$ cat config.mk
export PLATFORM = sky130hd
export DESIGN_NAME = uart_rx_framed
export DESIGN_NICKNAME = d
export VERILOG_FILES = /design/src/rtl/uart_pkg.sv /design/src/rtl/uart_bit_sampler.sv /design/src/rtl/uart_rx_framed.sv
export SDC_FILE = /design/constraint.sdc
export NUM_CORES = 1
export LEC_CHECK = 0
export BUFFER_PORTS_ARGS = -buffer_cell sky130_fd_sc_hd__buf_2
export CORE_UTILIZATION = 60
export CTS_CLUSTER_DIAMETER = 120
export DETAILED_ROUTE_END_ITERATION = 6
export GPL_TIMING_DRIVEN = 0
export PLACE_DENSITY = 0.82
export SYNTH_ARGS = -nofsm -noshare
export SYNTH_HDL_FRONTEND = slang
export SYNTH_HIERARCHICAL = 1
export SYNTH_SLANG_ARGS = --single-unit
$ cat constraint.sdc
create_clock -name i_clock -period 4.7 [get_ports i_clock]
set_input_delay 0.235 -clock i_clock [delete_from_list [all_inputs] [get_ports i_clock]]
set_output_delay 0.235 -clock i_clock [all_outputs]
set_load 0.03 [all_outputs]
$ cat src/rtl/uart_pkg.sv
// Shared UART definitions: parity modes, receiver state encoding and the
// parity helper used by both directions of the link.
package uart_pkg;

    localparam int PARITY_NONE = 0;
    localparam int PARITY_ODD  = 1;
    localparam int PARITY_EVEN = 2;

    typedef enum logic [2:0] {
        ST_IDLE,
        ST_START,
        ST_DATA,
        ST_PARITY,
        ST_STOP,
        ST_BRK_WAIT
    } rx_state_e;

    // Expected line parity bit; unused upper data bits must be zero.
    function automatic logic uart_parity(input logic [8:0] data, input int mode);
        case (mode)
            PARITY_ODD:  return ~^data;
            PARITY_EVEN: return ^data;
            default:     return 1'b0;
        endcase
    endfunction

endpackage

$ cat src/rtl/uart_bit_sampler.sv
// Two-flop synchronizer on the serial pin plus a 3-sample majority voter
// centred on the middle of the bit period.
module uart_bit_sampler #(
    parameter int CLKS_PER_BIT = 87,
    parameter int CNT_W        = $clog2(CLKS_PER_BIT)
) (
    input  logic             i_clock,
    input  logic             i_rst_n,
    input  logic             i_rx_serial,
    input  logic [CNT_W-1:0] i_clk_cnt,
    output logic             o_rx_s,
    output logic             o_bit_vote
);

    localparam int MID = (CLKS_PER_BIT - 1) / 2;
    localparam logic [CNT_W-1:0] CNT_S0 = CNT_W'(MID - 1);
    localparam logic [CNT_W-1:0] CNT_S1 = CNT_W'(MID);

    logic [1:0] sync_q;
    logic       samp0_q;
    logic       samp1_q;

    always_ff @(posedge i_clock or negedge i_rst_n) begin
        if (!i_rst_n) begin
            sync_q  <= 2'b11;
            samp0_q <= 1'b1;
            samp1_q <= 1'b1;
        end else begin
            sync_q <= {sync_q[0], i_rx_serial};
            if (i_clk_cnt == CNT_S0) samp0_q <= sync_q[1];
            if (i_clk_cnt == CNT_S1) samp1_q <= sync_q[1];
        end
    end

    assign o_rx_s = sync_q[1];

    // Third sample is the live value, so the vote is valid at count MID+1.
    assign o_bit_vote = (samp0_q & samp1_q) | (samp0_q & o_rx_s) | (samp1_q & o_rx_s);

endmodule

$ cat src/rtl/uart_rx_framed.sv
// Parametrised UART receiver (5..9 data bits, none/odd/even parity, 1 or 2
// stop bits) with parity/framing/break/overrun reporting and ready/valid output.
module uart_rx_framed
    import uart_pkg::*;
#(
    parameter int CLKS_PER_BIT = 87,
    parameter int DATA_BITS    = 8,
    parameter int PARITY       = 0,
    parameter int STOP_BITS    = 1
) (
    input  logic                 i_clock,
    input  logic                 i_rst_n,
    input  logic                 i_rx_serial,
    input  logic                 i_rx_ready,
    output logic                 o_rx_dv,
    output logic [DATA_BITS-1:0] o_rx_byte,
    output logic                 o_parity_err,
    output logic                 o_frame_err,
    output logic                 o_overrun,
    output logic                 o_break,
    output logic                 o_rx_active
);

    if (CLKS_PER_BIT < 4) begin : g_bad_cpb
        $error("uart_rx_framed: CLKS_PER_BIT must be >= 4");
    end
    if (DATA_BITS < 5 || DATA_BITS > 9) begin : g_bad_db
        $error("uart_rx_framed: DATA_BITS must be in 5..9");
    end
    if (PARITY < 0 || PARITY > 2) begin : g_bad_par
        $error("uart_rx_framed: PARITY must be 0, 1 or 2");
    end
    if (STOP_BITS < 1 || STOP_BITS > 2) begin : g_bad_stop
        $error("uart_rx_framed: STOP_BITS must be 1 or 2");
    end

    localparam int CNT_W = $clog2(CLKS_PER_BIT);
    localparam int MID   = (CLKS_PER_BIT - 1) / 2;
    localparam logic [CNT_W-1:0] CNT_LAST = CNT_W'(CLKS_PER_BIT - 1);
    localparam logic [CNT_W-1:0] CNT_VOTE = CNT_W'(MID + 1);

    rx_state_e            state_q;
    logic [CNT_W-1:0]     clk_cnt_q;
    logic [3:0]           bit_idx_q;
    logic [DATA_BITS-1:0] shift_q;
    logic                 par_err_q;
    logic                 all_zero_q;
    logic                 rx_dv_q;
    logic [DATA_BITS-1:0] rx_byte_q;
    logic                 parity_err_q;
    logic                 frame_err_q;
    logic                 overrun_q;
    logic                 break_q;
    logic                 rx_active_q;

    logic rx_s;
    logic bit_vote;
    logic vote_now;
    logic bit_end;
    logic stop_vote;
    logic stop_low;
    logic is_break;
    logic frame_done;

    uart_bit_sampler #(
        .CLKS_PER_BIT (CLKS_PER_BIT),
        .CNT_W        (CNT_W)
    ) u_sampler (
        .i_clock     (i_clock),
        .i_rst_n     (i_rst_n),
        .i_rx_serial (i_rx_serial),
        .i_clk_cnt   (clk_cnt_q),
        .o_rx_s      (rx_s),
        .o_bit_vote  (bit_vote)
    );

    assign vote_now = (clk_cnt_q == CNT_VOTE);
    assign bit_end  = (clk_cnt_q == CNT_LAST);

    // A frame ends at the vote of a low stop bit or of the last stop bit.
    always_comb begin
        stop_vote  = (state_q == ST_STOP) && vote_now;
        stop_low   = stop_vote && !bit_vote;
        is_break   = stop_low && all_zero_q && (bit_idx_q == 4'd0);
        frame_done = stop_vote && !is_break &&
                     (!bit_vote || (bit_idx_q == 4'(STOP_BITS - 1)));
    end

    always_ff @(posedge i_clock or negedge i_rst_n) begin
        if (!i_rst_n) begin
            state_q      <= ST_IDLE;
            clk_cnt_q    <= '0;
            bit_idx_q    <= '0;
            shift_q      <= '0;
            par_err_q    <= 1'b0;
            all_zero_q   <= 1'b0;
            rx_dv_q      <= 1'b0;
            rx_byte_q    <= '0;
            parity_err_q <= 1'b0;
            frame_err_q  <= 1'b0;
            overrun_q    <= 1'b0;
            break_q      <= 1'b0;
            rx_active_q  <= 1'b0;
        end else begin
            overrun_q   <= 1'b0;
            break_q     <= is_break;
            rx_active_q <= (state_q != ST_IDLE);
            if (rx_dv_q && i_rx_ready) rx_dv_q <= 1'b0;
            if (frame_done) begin
                if (!rx_dv_q || i_rx_ready) begin
                    rx_dv_q      <= 1'b1;
                    rx_byte_q    <= shift_q;
                    parity_err_q <= par_err_q;
                    frame_err_q  <= stop_low;
                end else begin
                    overrun_q <= 1'b1;
                end
            end
            clk_cnt_q <= bit_end ? '0 : clk_cnt_q + 1'b1;

            case (state_q)
                ST_IDLE: begin
                    clk_cnt_q  <= '0;
                    bit_idx_q  <= '0;
                    par_err_q  <= 1'b0;
                    all_zero_q <= 1'b1;
                    if (!rx_s) state_q <= ST_START;
                end
                ST_START: begin
                    if (vote_now && bit_vote) state_q <= ST_IDLE;
                    else if (bit_end)         state_q <= ST_DATA;
                end
                ST_DATA: begin
                    if (vote_now) begin
                        shift_q <= {bit_vote, shift_q[DATA_BITS-1:1]};
                        if (bit_vote) all_zero_q <= 1'b0;
                    end
                    if (bit_end) begin
                        if (bit_idx_q == 4'(DATA_BITS - 1)) begin
                            bit_idx_q <= '0;
                            state_q   <= (PARITY != PARITY_NONE) ? ST_PARITY : ST_STOP;
                        end else begin
                            bit_idx_q <= bit_idx_q + 4'd1;
                        end
                    end
                end
                ST_PARITY: begin
                    if (vote_now) begin
                        if (bit_vote != uart_parity(9'(shift_q), PARITY)) par_err_q <= 1'b1;
                        if (bit_vote) all_zero_q <= 1'b0;
                    end
                    if (bit_end) state_q <= ST_STOP;
                end
                ST_STOP: begin
                    if (is_break)        state_q   <= ST_BRK_WAIT;
                    else if (frame_done) state_q   <= ST_IDLE;
                    else if (bit_end)    bit_idx_q <= bit_idx_q + 4'd1;
                end
                ST_BRK_WAIT: begin
                    clk_cnt_q <= '0;
                    if (rx_s) state_q <= ST_IDLE;
                end
                default: state_q <= ST_IDLE;
            endcase
        end
    end

    assign o_rx_dv      = rx_dv_q;
    assign o_rx_byte    = rx_byte_q;
    assign o_parity_err = parity_err_q;
    assign o_frame_err  = frame_err_q;
    assign o_overrun    = overrun_q;
    assign o_break      = break_q;
    assign o_rx_active  = rx_active_q;

endmodule

==> key figures, run 1 <==
Outcome
  – Status: finished, violations left
  – Failing checks: hold timing

Finish
  – Ant diodes: 0
  – Post-layout nets: 206
  – Area of the multi-input gates: 918 sq um
  – Number of fillers in the final layout: 230
  – Layout cells sized above 1: 29.8%
  – Fin util: 72.1%
  – Area Overhead vs Synth: 10.5%
  – Sequential Area: 0.00106 sq mm

Floorplan
  – # rows: 20
  – Initial Util: 65.3%
  – Total die area: 0.00364 sq mm
  – Top-Level Pins: 18
  – Die W: 60.3 microns
  – Die H: 60.3 microns
  – Core box area: 0.00313 sq mm

Synthesis
  – Yosys reg bits: 42
  – Synth top area share: 46.6%
  – Library cells used by synthesis: 48
  – Seq/Total Area, Yosys: 51.7%
  – Prevailing post-synth register cell: dfrtp_1
  – Mapped Avg Cell Area: 11.9 sq um
  – Number of synthesized flops with an enable pin: 0
  – Syn Inst Count: 172
  – Synth async-reset ratio: 100%
  – Post-Syn Area: 0.00204 sq mm
  – Syn. warnings: 6
  – Syn_nets: 181
  – Area contributors post-synth: dfrtp_1 (47%), mux2_4 (7.4%), mux2_2 (5.5%)
  – Post-synth top area cell: dfrtp_1

Critical path
  – Critical-path cell list: inv_1 > ha_1 > nand4bb_4 > or4b_4 > and4b_1 > buf_6 > mux2_4
  – R2R Setup Slk: 2.32 ns
  – R2R cell count: 7
  – Slowest stage delay, CP: 0.55 ns
  – Worst EP required: 4.95 ns
  – WP depth: 7
  – CP Buf/Inv Count: 2
  – CP max FO: 10
  – Crit path max-delay family: simple AND/OR/NAND/NOR gates
  – Crit path launch: clk_cnt_q[0]
  – Reg-to-reg startpoint: clk_cnt_q[0]
  – Worst setup path endpoint: o_rx_byte[0]
  – Critical Path Source Type: flip-flop
  – WS Path Type: flip-flop to flip-flop
  – Critical Path End Type: flip-flop
  – Critical path arrival: 2.62 ns
  – Critical-path top delay cell: or4b_4
  – Reg2reg end: o_rx_byte[0]

Power
  – PwrDens: 292 mW/mm^2
  – Sw power: 181 uW
  – LEAKAGE: 0.00106 uW
  – Total power: 658 uW
  – Combinational Power Share: 12.1%
  – Switching share of power: 27.5%
  – Flop pwr share: 59.5%
  – P_int: 476 uW
  – VDD IR-drop max: 198 uV
  – Clock share of power: 28.3%

STA
  – F_max: 421 MHz
  – Clk_skew: 0.0113 ns
  – Hold slack: -0.00872 ns
  – Final setup vio count: 0
  – Period Utilization, post-route: 50.6%
  – Slew Limit Fails: 0
  – RSZ-0062 raised after global routing: false
  – Slew HR: 40.6%
  – Setup tns final: 0 ns
  – Final Hold Viols: 18
  – Worst Setup Slack, final: 2.32 ns
  – Shortest period the worst path allows: 2.38 ns
  – Worst-Margin Slew: 0.891 ns

Clocking
  – Post-CTS Setup Bufs: 0
  – Root buf cell: clkbuf_4
  – Worst skew pair latency: 0.35 ns
  – CTS sink count: 42
  – Worst-path clk slew: 0.12 ns
  – Cts hold-fix bufs: 1
  – Num CTS Buffers: 5
  – CTS H-tree lvls: 2
  – CTS max path bufs: 2
  – CTS tree: done
  – Post-cts resize count: 0

GRT
  – Largest net degree at the start of global routing: 43
  – Vias in the first global route: 1320
  – First-pass GRT wire length: 6.19 mm
  – Global route total overflow: 0
  – GRT Resource Usage Total: 23.8%
  – Initial antenna violation count: 0

Place
  – GP Congestion: 0.903
  – Pre-CTS WS: 2.34 ns
  – Port bufs: 17
  – Detailed placement HPWL: 2.56 mm

Detailed routing
  – Detailed Route Iter0 Violations: 58
  – First-pass DRT Iterations: 4
  – DRT antenna net count: 0
  – Wirelength per Cell: 15.1 microns
  – Via density: 5.65
  – Drc violations: 0
  – Final wirelength: 3.65 mm
  – Vias: 1368

Min path
  – HP Class: primary input to async pin

Job
  – Max_cap viols: 0
per-layer routing:
metal  global-route usage, %  vias to the layer above  part of all wire, %
li1                        -                      666                    -
met1                    31.7                      660                   47
met2                    37.8                       34                   47
met3                    5.12                        8                  4.0
met4                    9.97                        0                  1.7
met5                       0                        -                    0
through the flow:
step | cell area [sq um] | std cells
floorplan | 2040 | 172
CTS | 2260 | 242
finish | 2260 | 242
global route | 2260 | 242
detailed placement | 2180 | 233
global placement | 2180 | 233
power groups by stage:
stage                     Combinational [uW]  Sequential (uW)  Clock [uW]
after floorplan                         53.2              397           0
after global placement                  77.1              397           0
after detailed placement                79.4              398           0
after CTS                               80.3              391         192
after global routing                    89.7              394         207
final                                   79.8              392         186
cell type report:
| class | instances | share of cell area, % |
|---|---|---|
| tap | 44 | 2.44 |
| sequential | 42 | 46.8 |
| timing repair buffer | 18 | 4.22 |
| clock buffer | 6 | 2.27 |
| clock inverter | 2 | 0.555 |
| buffer | 6 | 1.66 |
| multi-input combinational | 116 | 40.7 |
| inverter | 8 | 1.33 |
state kept, by name, indices dropped and copies added (netlist names), 2 cells and up:
name and cells:
o_rx_byte 8, shift_q 8, clk_cnt_q 7, bit_idx_q 4, state_q 3, u_sampler/sync_q 2
Yosys cell counts, types with 2 or more instances:
cell type	n
xnor2_1	3
o21ai_0	7
nor4_1	3
nor2_1	17
dfrtp_1	38
a22o_1	2
mux2_4	10
inv_1	8
nand3_1	5
xor2_1	4
nand2_1	11
ha_1	5
nor3_1	2
mux2_2	10
buf_6	2
dfstp_2	4
nand2b_1	3
clkbuf_1	4
a21oi_1	3
nand4b_1	2
or2_2	2
worst register-to-register path, stage by stage, from the launching register on:
cell and delay (ns):
dfrtp_1 0.46, inv_1 0.11, ha_1 0.20, nand4bb_4 0.18, or4b_4 0.55, and4b_1 0.28
buf_6 0.18, mux2_4 0.32
kinds of logic (layout without fill, tap and decap cells):
group	after synthesis	count (layout)	share of synthesized area, %
xor+xnor	7	7	3.00
simple gates	58	58	16.7
fa+ha+maj	6	6	3.55
flops	42	42	51.7
compound gates	24	24	8.27
buf+inv	14	40	3.31
mux	21	21	13.4
worst min path at each step:
stage               cells after the start                   to         from
floorplan                               0           all_zero_q      i_rst_n
global placement                        1  u_sampler/sync_q[0]  i_rx_serial
detailed placement                      1  u_sampler/sync_q[0]  i_rx_serial
CTS                                     1         o_rx_byte[4]      i_rst_n
global route                            1         o_rx_byte[3]      i_rst_n
finish                                  1         o_rx_byte[4]      i_rst_n
cells in the final DEF (no fill, tap or decap), types with 2 or more instances in the layout:
master | synthesis | final
buf_6 | 2 | 2
clkbuf_4 | 0 | 5
clkbuf_1 | 4 | 4
nand2_1 | 11 | 11
o21ai_0 | 7 | 7
nor2_1 | 17 | 17
buf_2 | 0 | 17
or2_2 | 2 | 2
xor2_1 | 4 | 4
nor3_1 | 2 | 2
inv_1 | 8 | 8
xnor2_1 | 3 | 3
a21oi_1 | 3 | 3
a22o_1 | 2 | 2
dfrtp_1 | 38 | 38
mux2_2 | 10 | 10
nor4_1 | 3 | 3
nand4b_1 | 2 | 2
mux2_4 | 10 | 10
nand2b_1 | 3 | 3
nand3_1 | 5 | 5
dfstp_2 | 4 | 4
ha_1 | 5 | 5
Power figures use the tool's default switching activity.
==> inputs of run 2 (changes only) <==
- ABC_AREA: unset -> 1
- CORE_UTILIZATION: 60 -> 53
- PLACE_DENSITY: 0.82 -> 0.77
- clock period: 4.7 -> 2 ns (I/O delays scaled with it)
==> run 2 against run 1 <==
Effect of this change:
- the run now ends clean
- wire length is 0.79% higher
- synthesized cell count is 44% higher
- non-clock buffer count unchanged
- die area rose by 16%
- clock-buffer cell count fell by 1
- hold slack gained 0.29 ns
- fmax rose by 42%
- sequential share of layout area shrank 1.8 points
- power grew to 3.6 times the previous value
- largest power group unchanged
==> key figures, run 2 <==
STA
  – F_max: 600 MHz (+42%)
  – Period Utilization, post-route: 83.4% (+33 points)
  – RSZ-0062 raised after global routing: false
  – Shortest period the worst path allows: 1.67 ns (-0.709 ns)
  – Hold slack: 0.280 ns (+0.288 ns)
  – Clk_skew: 0.00751 ns (-0.00383 ns)
  – Slew Limit Fails: 0 (unchanged)
  – Slew HR: 40.9% (+0.31 points)
  – Final setup vio count: 0 (unchanged)
  – Final Hold Viols: 0 (-18)
  – Worst-Margin Slew: 0.886 ns (-0.00468 ns)
  – Setup tns final: 0 ns (unchanged)

GRT
  – GRT Resource Usage Total: 20.0% (-3.8 points)
  – Global route total overflow: 0 (unchanged)
  – First-pass GRT wire length: 6.44 mm (+4.1%)
  – Largest net degree at the start of global routing: 43 (unchanged)
  – Vias in the first global route: 1470 (+11%)
  – Initial antenna violation count: 0 (unchanged)

Finish
  – Most common cell after layout, fill and taps aside: nand2_1
  – Ant diodes: 0 (unchanged)
  – Final non-filler cell total: 322 (+33%)
  – Most frequent cells in the layout: nand2_1 (74), dfrtp_1 (38), inv_1 (26)
  – Area of the multi-input gates: 902 sq um (-1.8%)
  – Final Cell Area: 0.00235 sq mm (+4.0%)
  – Sequential Area: 0.00106 sq mm (unchanged)
  – Area Overhead vs Synth: 11.6%
  – Layout cells sized above 1: 19.7% (-10 points)
  – Post-layout nets: 283 (+37%)
  – Number of fillers in the final layout: 330 (+43%)

Floorplan
  – Die W: 65.0 microns (+7.7%)
  – Total die area: 0.00422 sq mm (+16%)
  – # rows: 22 (+10%)
  – Core box area: 0.00374 sq mm (+20%)
  – Initial Util: 56.2% (-9.1 points)
  – Top-Level Pins: 18 (unchanged)
  – Die H: 65.0 microns (+7.7%)

Detailed routing
  – Vias: 1662 (+21%)
  – Final wirelength: 3.68 mm (+0.79%)
  – Wirelength per Cell: 11.4 microns (-24%)
  – Via density: 5.16 (-8.7%)
  – First-pass DRT Iterations: 4 (unchanged)
  – Drc violations: 0 (unchanged)
  – Detailed Route Iter0 Violations: 153 (+160%)
  – DRT antenna net count: 0 (unchanged)

Job
  – Max_cap viols: 0 (unchanged)

Critical path
  – WS Path Type: flip-flop to flip-flop
  – Critical Path Source Type: flip-flop
  – Critical Path End Type: flip-flop
  – CP Buf/Inv Count: 2 (unchanged)
  – Critical-path top delay cell: dfstp_2
  – Critical path arrival: 1.86 ns (-0.76 ns)
  – CP max FO: 10 (unchanged)
  – Crit path max-delay family: flip-flops
  – Critical-path cell list: maj3_2 > inv_1 > a21oi_1 > nor2_4 > buf_6 > nand4_1 > nand2_1
  – Worst EP required: 2.19 ns (-2.76 ns)
  – Slowest stage delay, CP: 0.57 ns (+0.02 ns)

Synthesis
  – Post-Syn Area: 0.00210 sq mm (+3.0%)
  – Post-synth top area cell: dfrtp_1
  – Syn Inst Count: 248 (+44%)
  – Commonest cells in the netlist: nand2_1 (74), dfrtp_1 (38), inv_1 (26), nor2_1 (25), nand4_1 (13)
  – Mapped Avg Cell Area: 8.48 sq um (-29%)
  – Seq/Total Area, Yosys: 50.2% (-1.5 points)
  – Synth top area share: 45.2% (-1.4 points)
  – Syn. warnings: 6 (unchanged)
  – Area contributors post-synth: dfrtp_1 (45%), nand2_1 (13%), dfstp_2 (5.0%)
  – Number of synthesized flops with an enable pin: 0 (unchanged)
  – Count leader, synth: nand2_1
  – Synth async-reset ratio: 100% (unchanged)
  – Prevailing post-synth register cell: dfrtp_1
  – Yosys reg bits: 42 (unchanged)
  – Syn_nets: 257 (+42%)
  – Library cells used by synthesis: 30 (-38%)

Power
  – PwrDens: 1000 mW/mm^2 (+240%)
  – LEAKAGE: 0.00123 uW (+16%)
  – VDD IR-drop max: 571 uV (+190%)

Place
  – Detailed placement HPWL: 2.76 mm (+7.5%)
  – Port bufs: 17 (unchanged)
  – Dpl cell area: 0.00225 sq mm (+3.0%)
  – GP Congestion: 0.793 (-12%)
  – Placed cells: 313 (+34%)

Clocking
  – Num CTS Buffers: 5 (unchanged)
  – Post-cts resize count: 0 (unchanged)
  – Worst skew pair latency: 0.29 ns (-0.06 ns)
  – CTS tree: done
  – Root buf cell: clkbuf_8
  – CTS max path bufs: 2 (unchanged)
  – CTS H-tree lvls: 2 (unchanged)
  – Worst-path clk slew: 0.08 ns (-0.04 ns)
  – CTS sink count: 42 (unchanged)

Min path
  – HP Class: primary input to flip-flop

Outcome
  – Status: completed
## run 2: changes by cell type after synthesis, sizes merged, moves of 4 or more
cell,previous run,this run
mux2,21,1
nand4,1,13
clkbuf,4,0
nand2,11,79
nand3,5,14
o21ai,8,13
inv,8,28
nor2,17,31
## run 2: metrics by stage
step	util (%)	total power [uW]	setup WS, ns
detailed placement	60.1	1860	0.330
global placement	60.1	1840	0.352
CTS	62.7	2370	0.313
floorplan	-	1680	0.478
finish	62.7	2350	0.332
global route	62.7	2550	0.134
## run 2: what timing repair did
action                                 CTS  global route
endpoints found under the hold margin   39             0
hold buffers                             2             0
setup buffers                            0             0
## run 2: final timing paths
| kind | start | endpoint | slack (ns) | cells past startpoint |
|---|---|---|---|---|
| min reg2reg | u_sampler/sync_q[0] | u_sampler/sync_q[1] | 0.36 | 0 |
| max in group asynchronous | i_rst_n | shift_q[5] | 0.97 | 2 |
| max | u_sampler/sync_q[1] | o_rx_byte[2] | 0.33 | 7 |
| max reg2reg | u_sampler/sync_q[1] | o_rx_byte[2] | 0.33 | 7 |
| min in group asynchronous | i_rst_n | o_break | 0.47 | 2 |
| min | i_rx_ready | o_rx_byte[0] | 0.28 | 5 |
## run 2: cell type report
cell class	count	area share, %
Sequential cell	42	45.0
Multi-Input combinational cell	173	38.4
Timing Repair Buffer	19	4.48
Inverter	28	4.48
Clock buffer	5	2.93
Tap cell	48	2.56
Buffer	5	1.71
Clock inverter	2	0.426
## run 2: routing by layer
layer  global-route usage [%]  up-vias  part of all wire, %
met1                     27.2      763                   50
met2                     30.9       46                   44
li1                         -      846                    -
met4                     7.50        0                  1.7
met5                        0        -                    0
met3                     4.75        7                  4.7
## run 2: cell families after synthesis
group | Yosys count | share of synthesized area, %
buf+inv | 33 | 6.90
xor+xnor | 2 | 0.833
mux | 1 | 0.535
compound gates | 23 | 6.42
flops | 42 | 50.2
simple gates | 141 | 31.6
fa+ha+maj | 6 | 3.51
## run 2: tightest hold or removal path, delay by kind of cell
| family | cells | cell delay [ns] |
|---|---|---|
| buffers and inverters | 2 | 0.13 |
| and+or+nand+nor | 3 | 0.31 |
## run 2: where the power goes
group	total (uW)	switching [uW]	internal, uW	leakage [uW]
Combinational	770	513	257	0.000630
Clock	508	274	234	0.0000438
Sequential	1070	122	951	0.000556
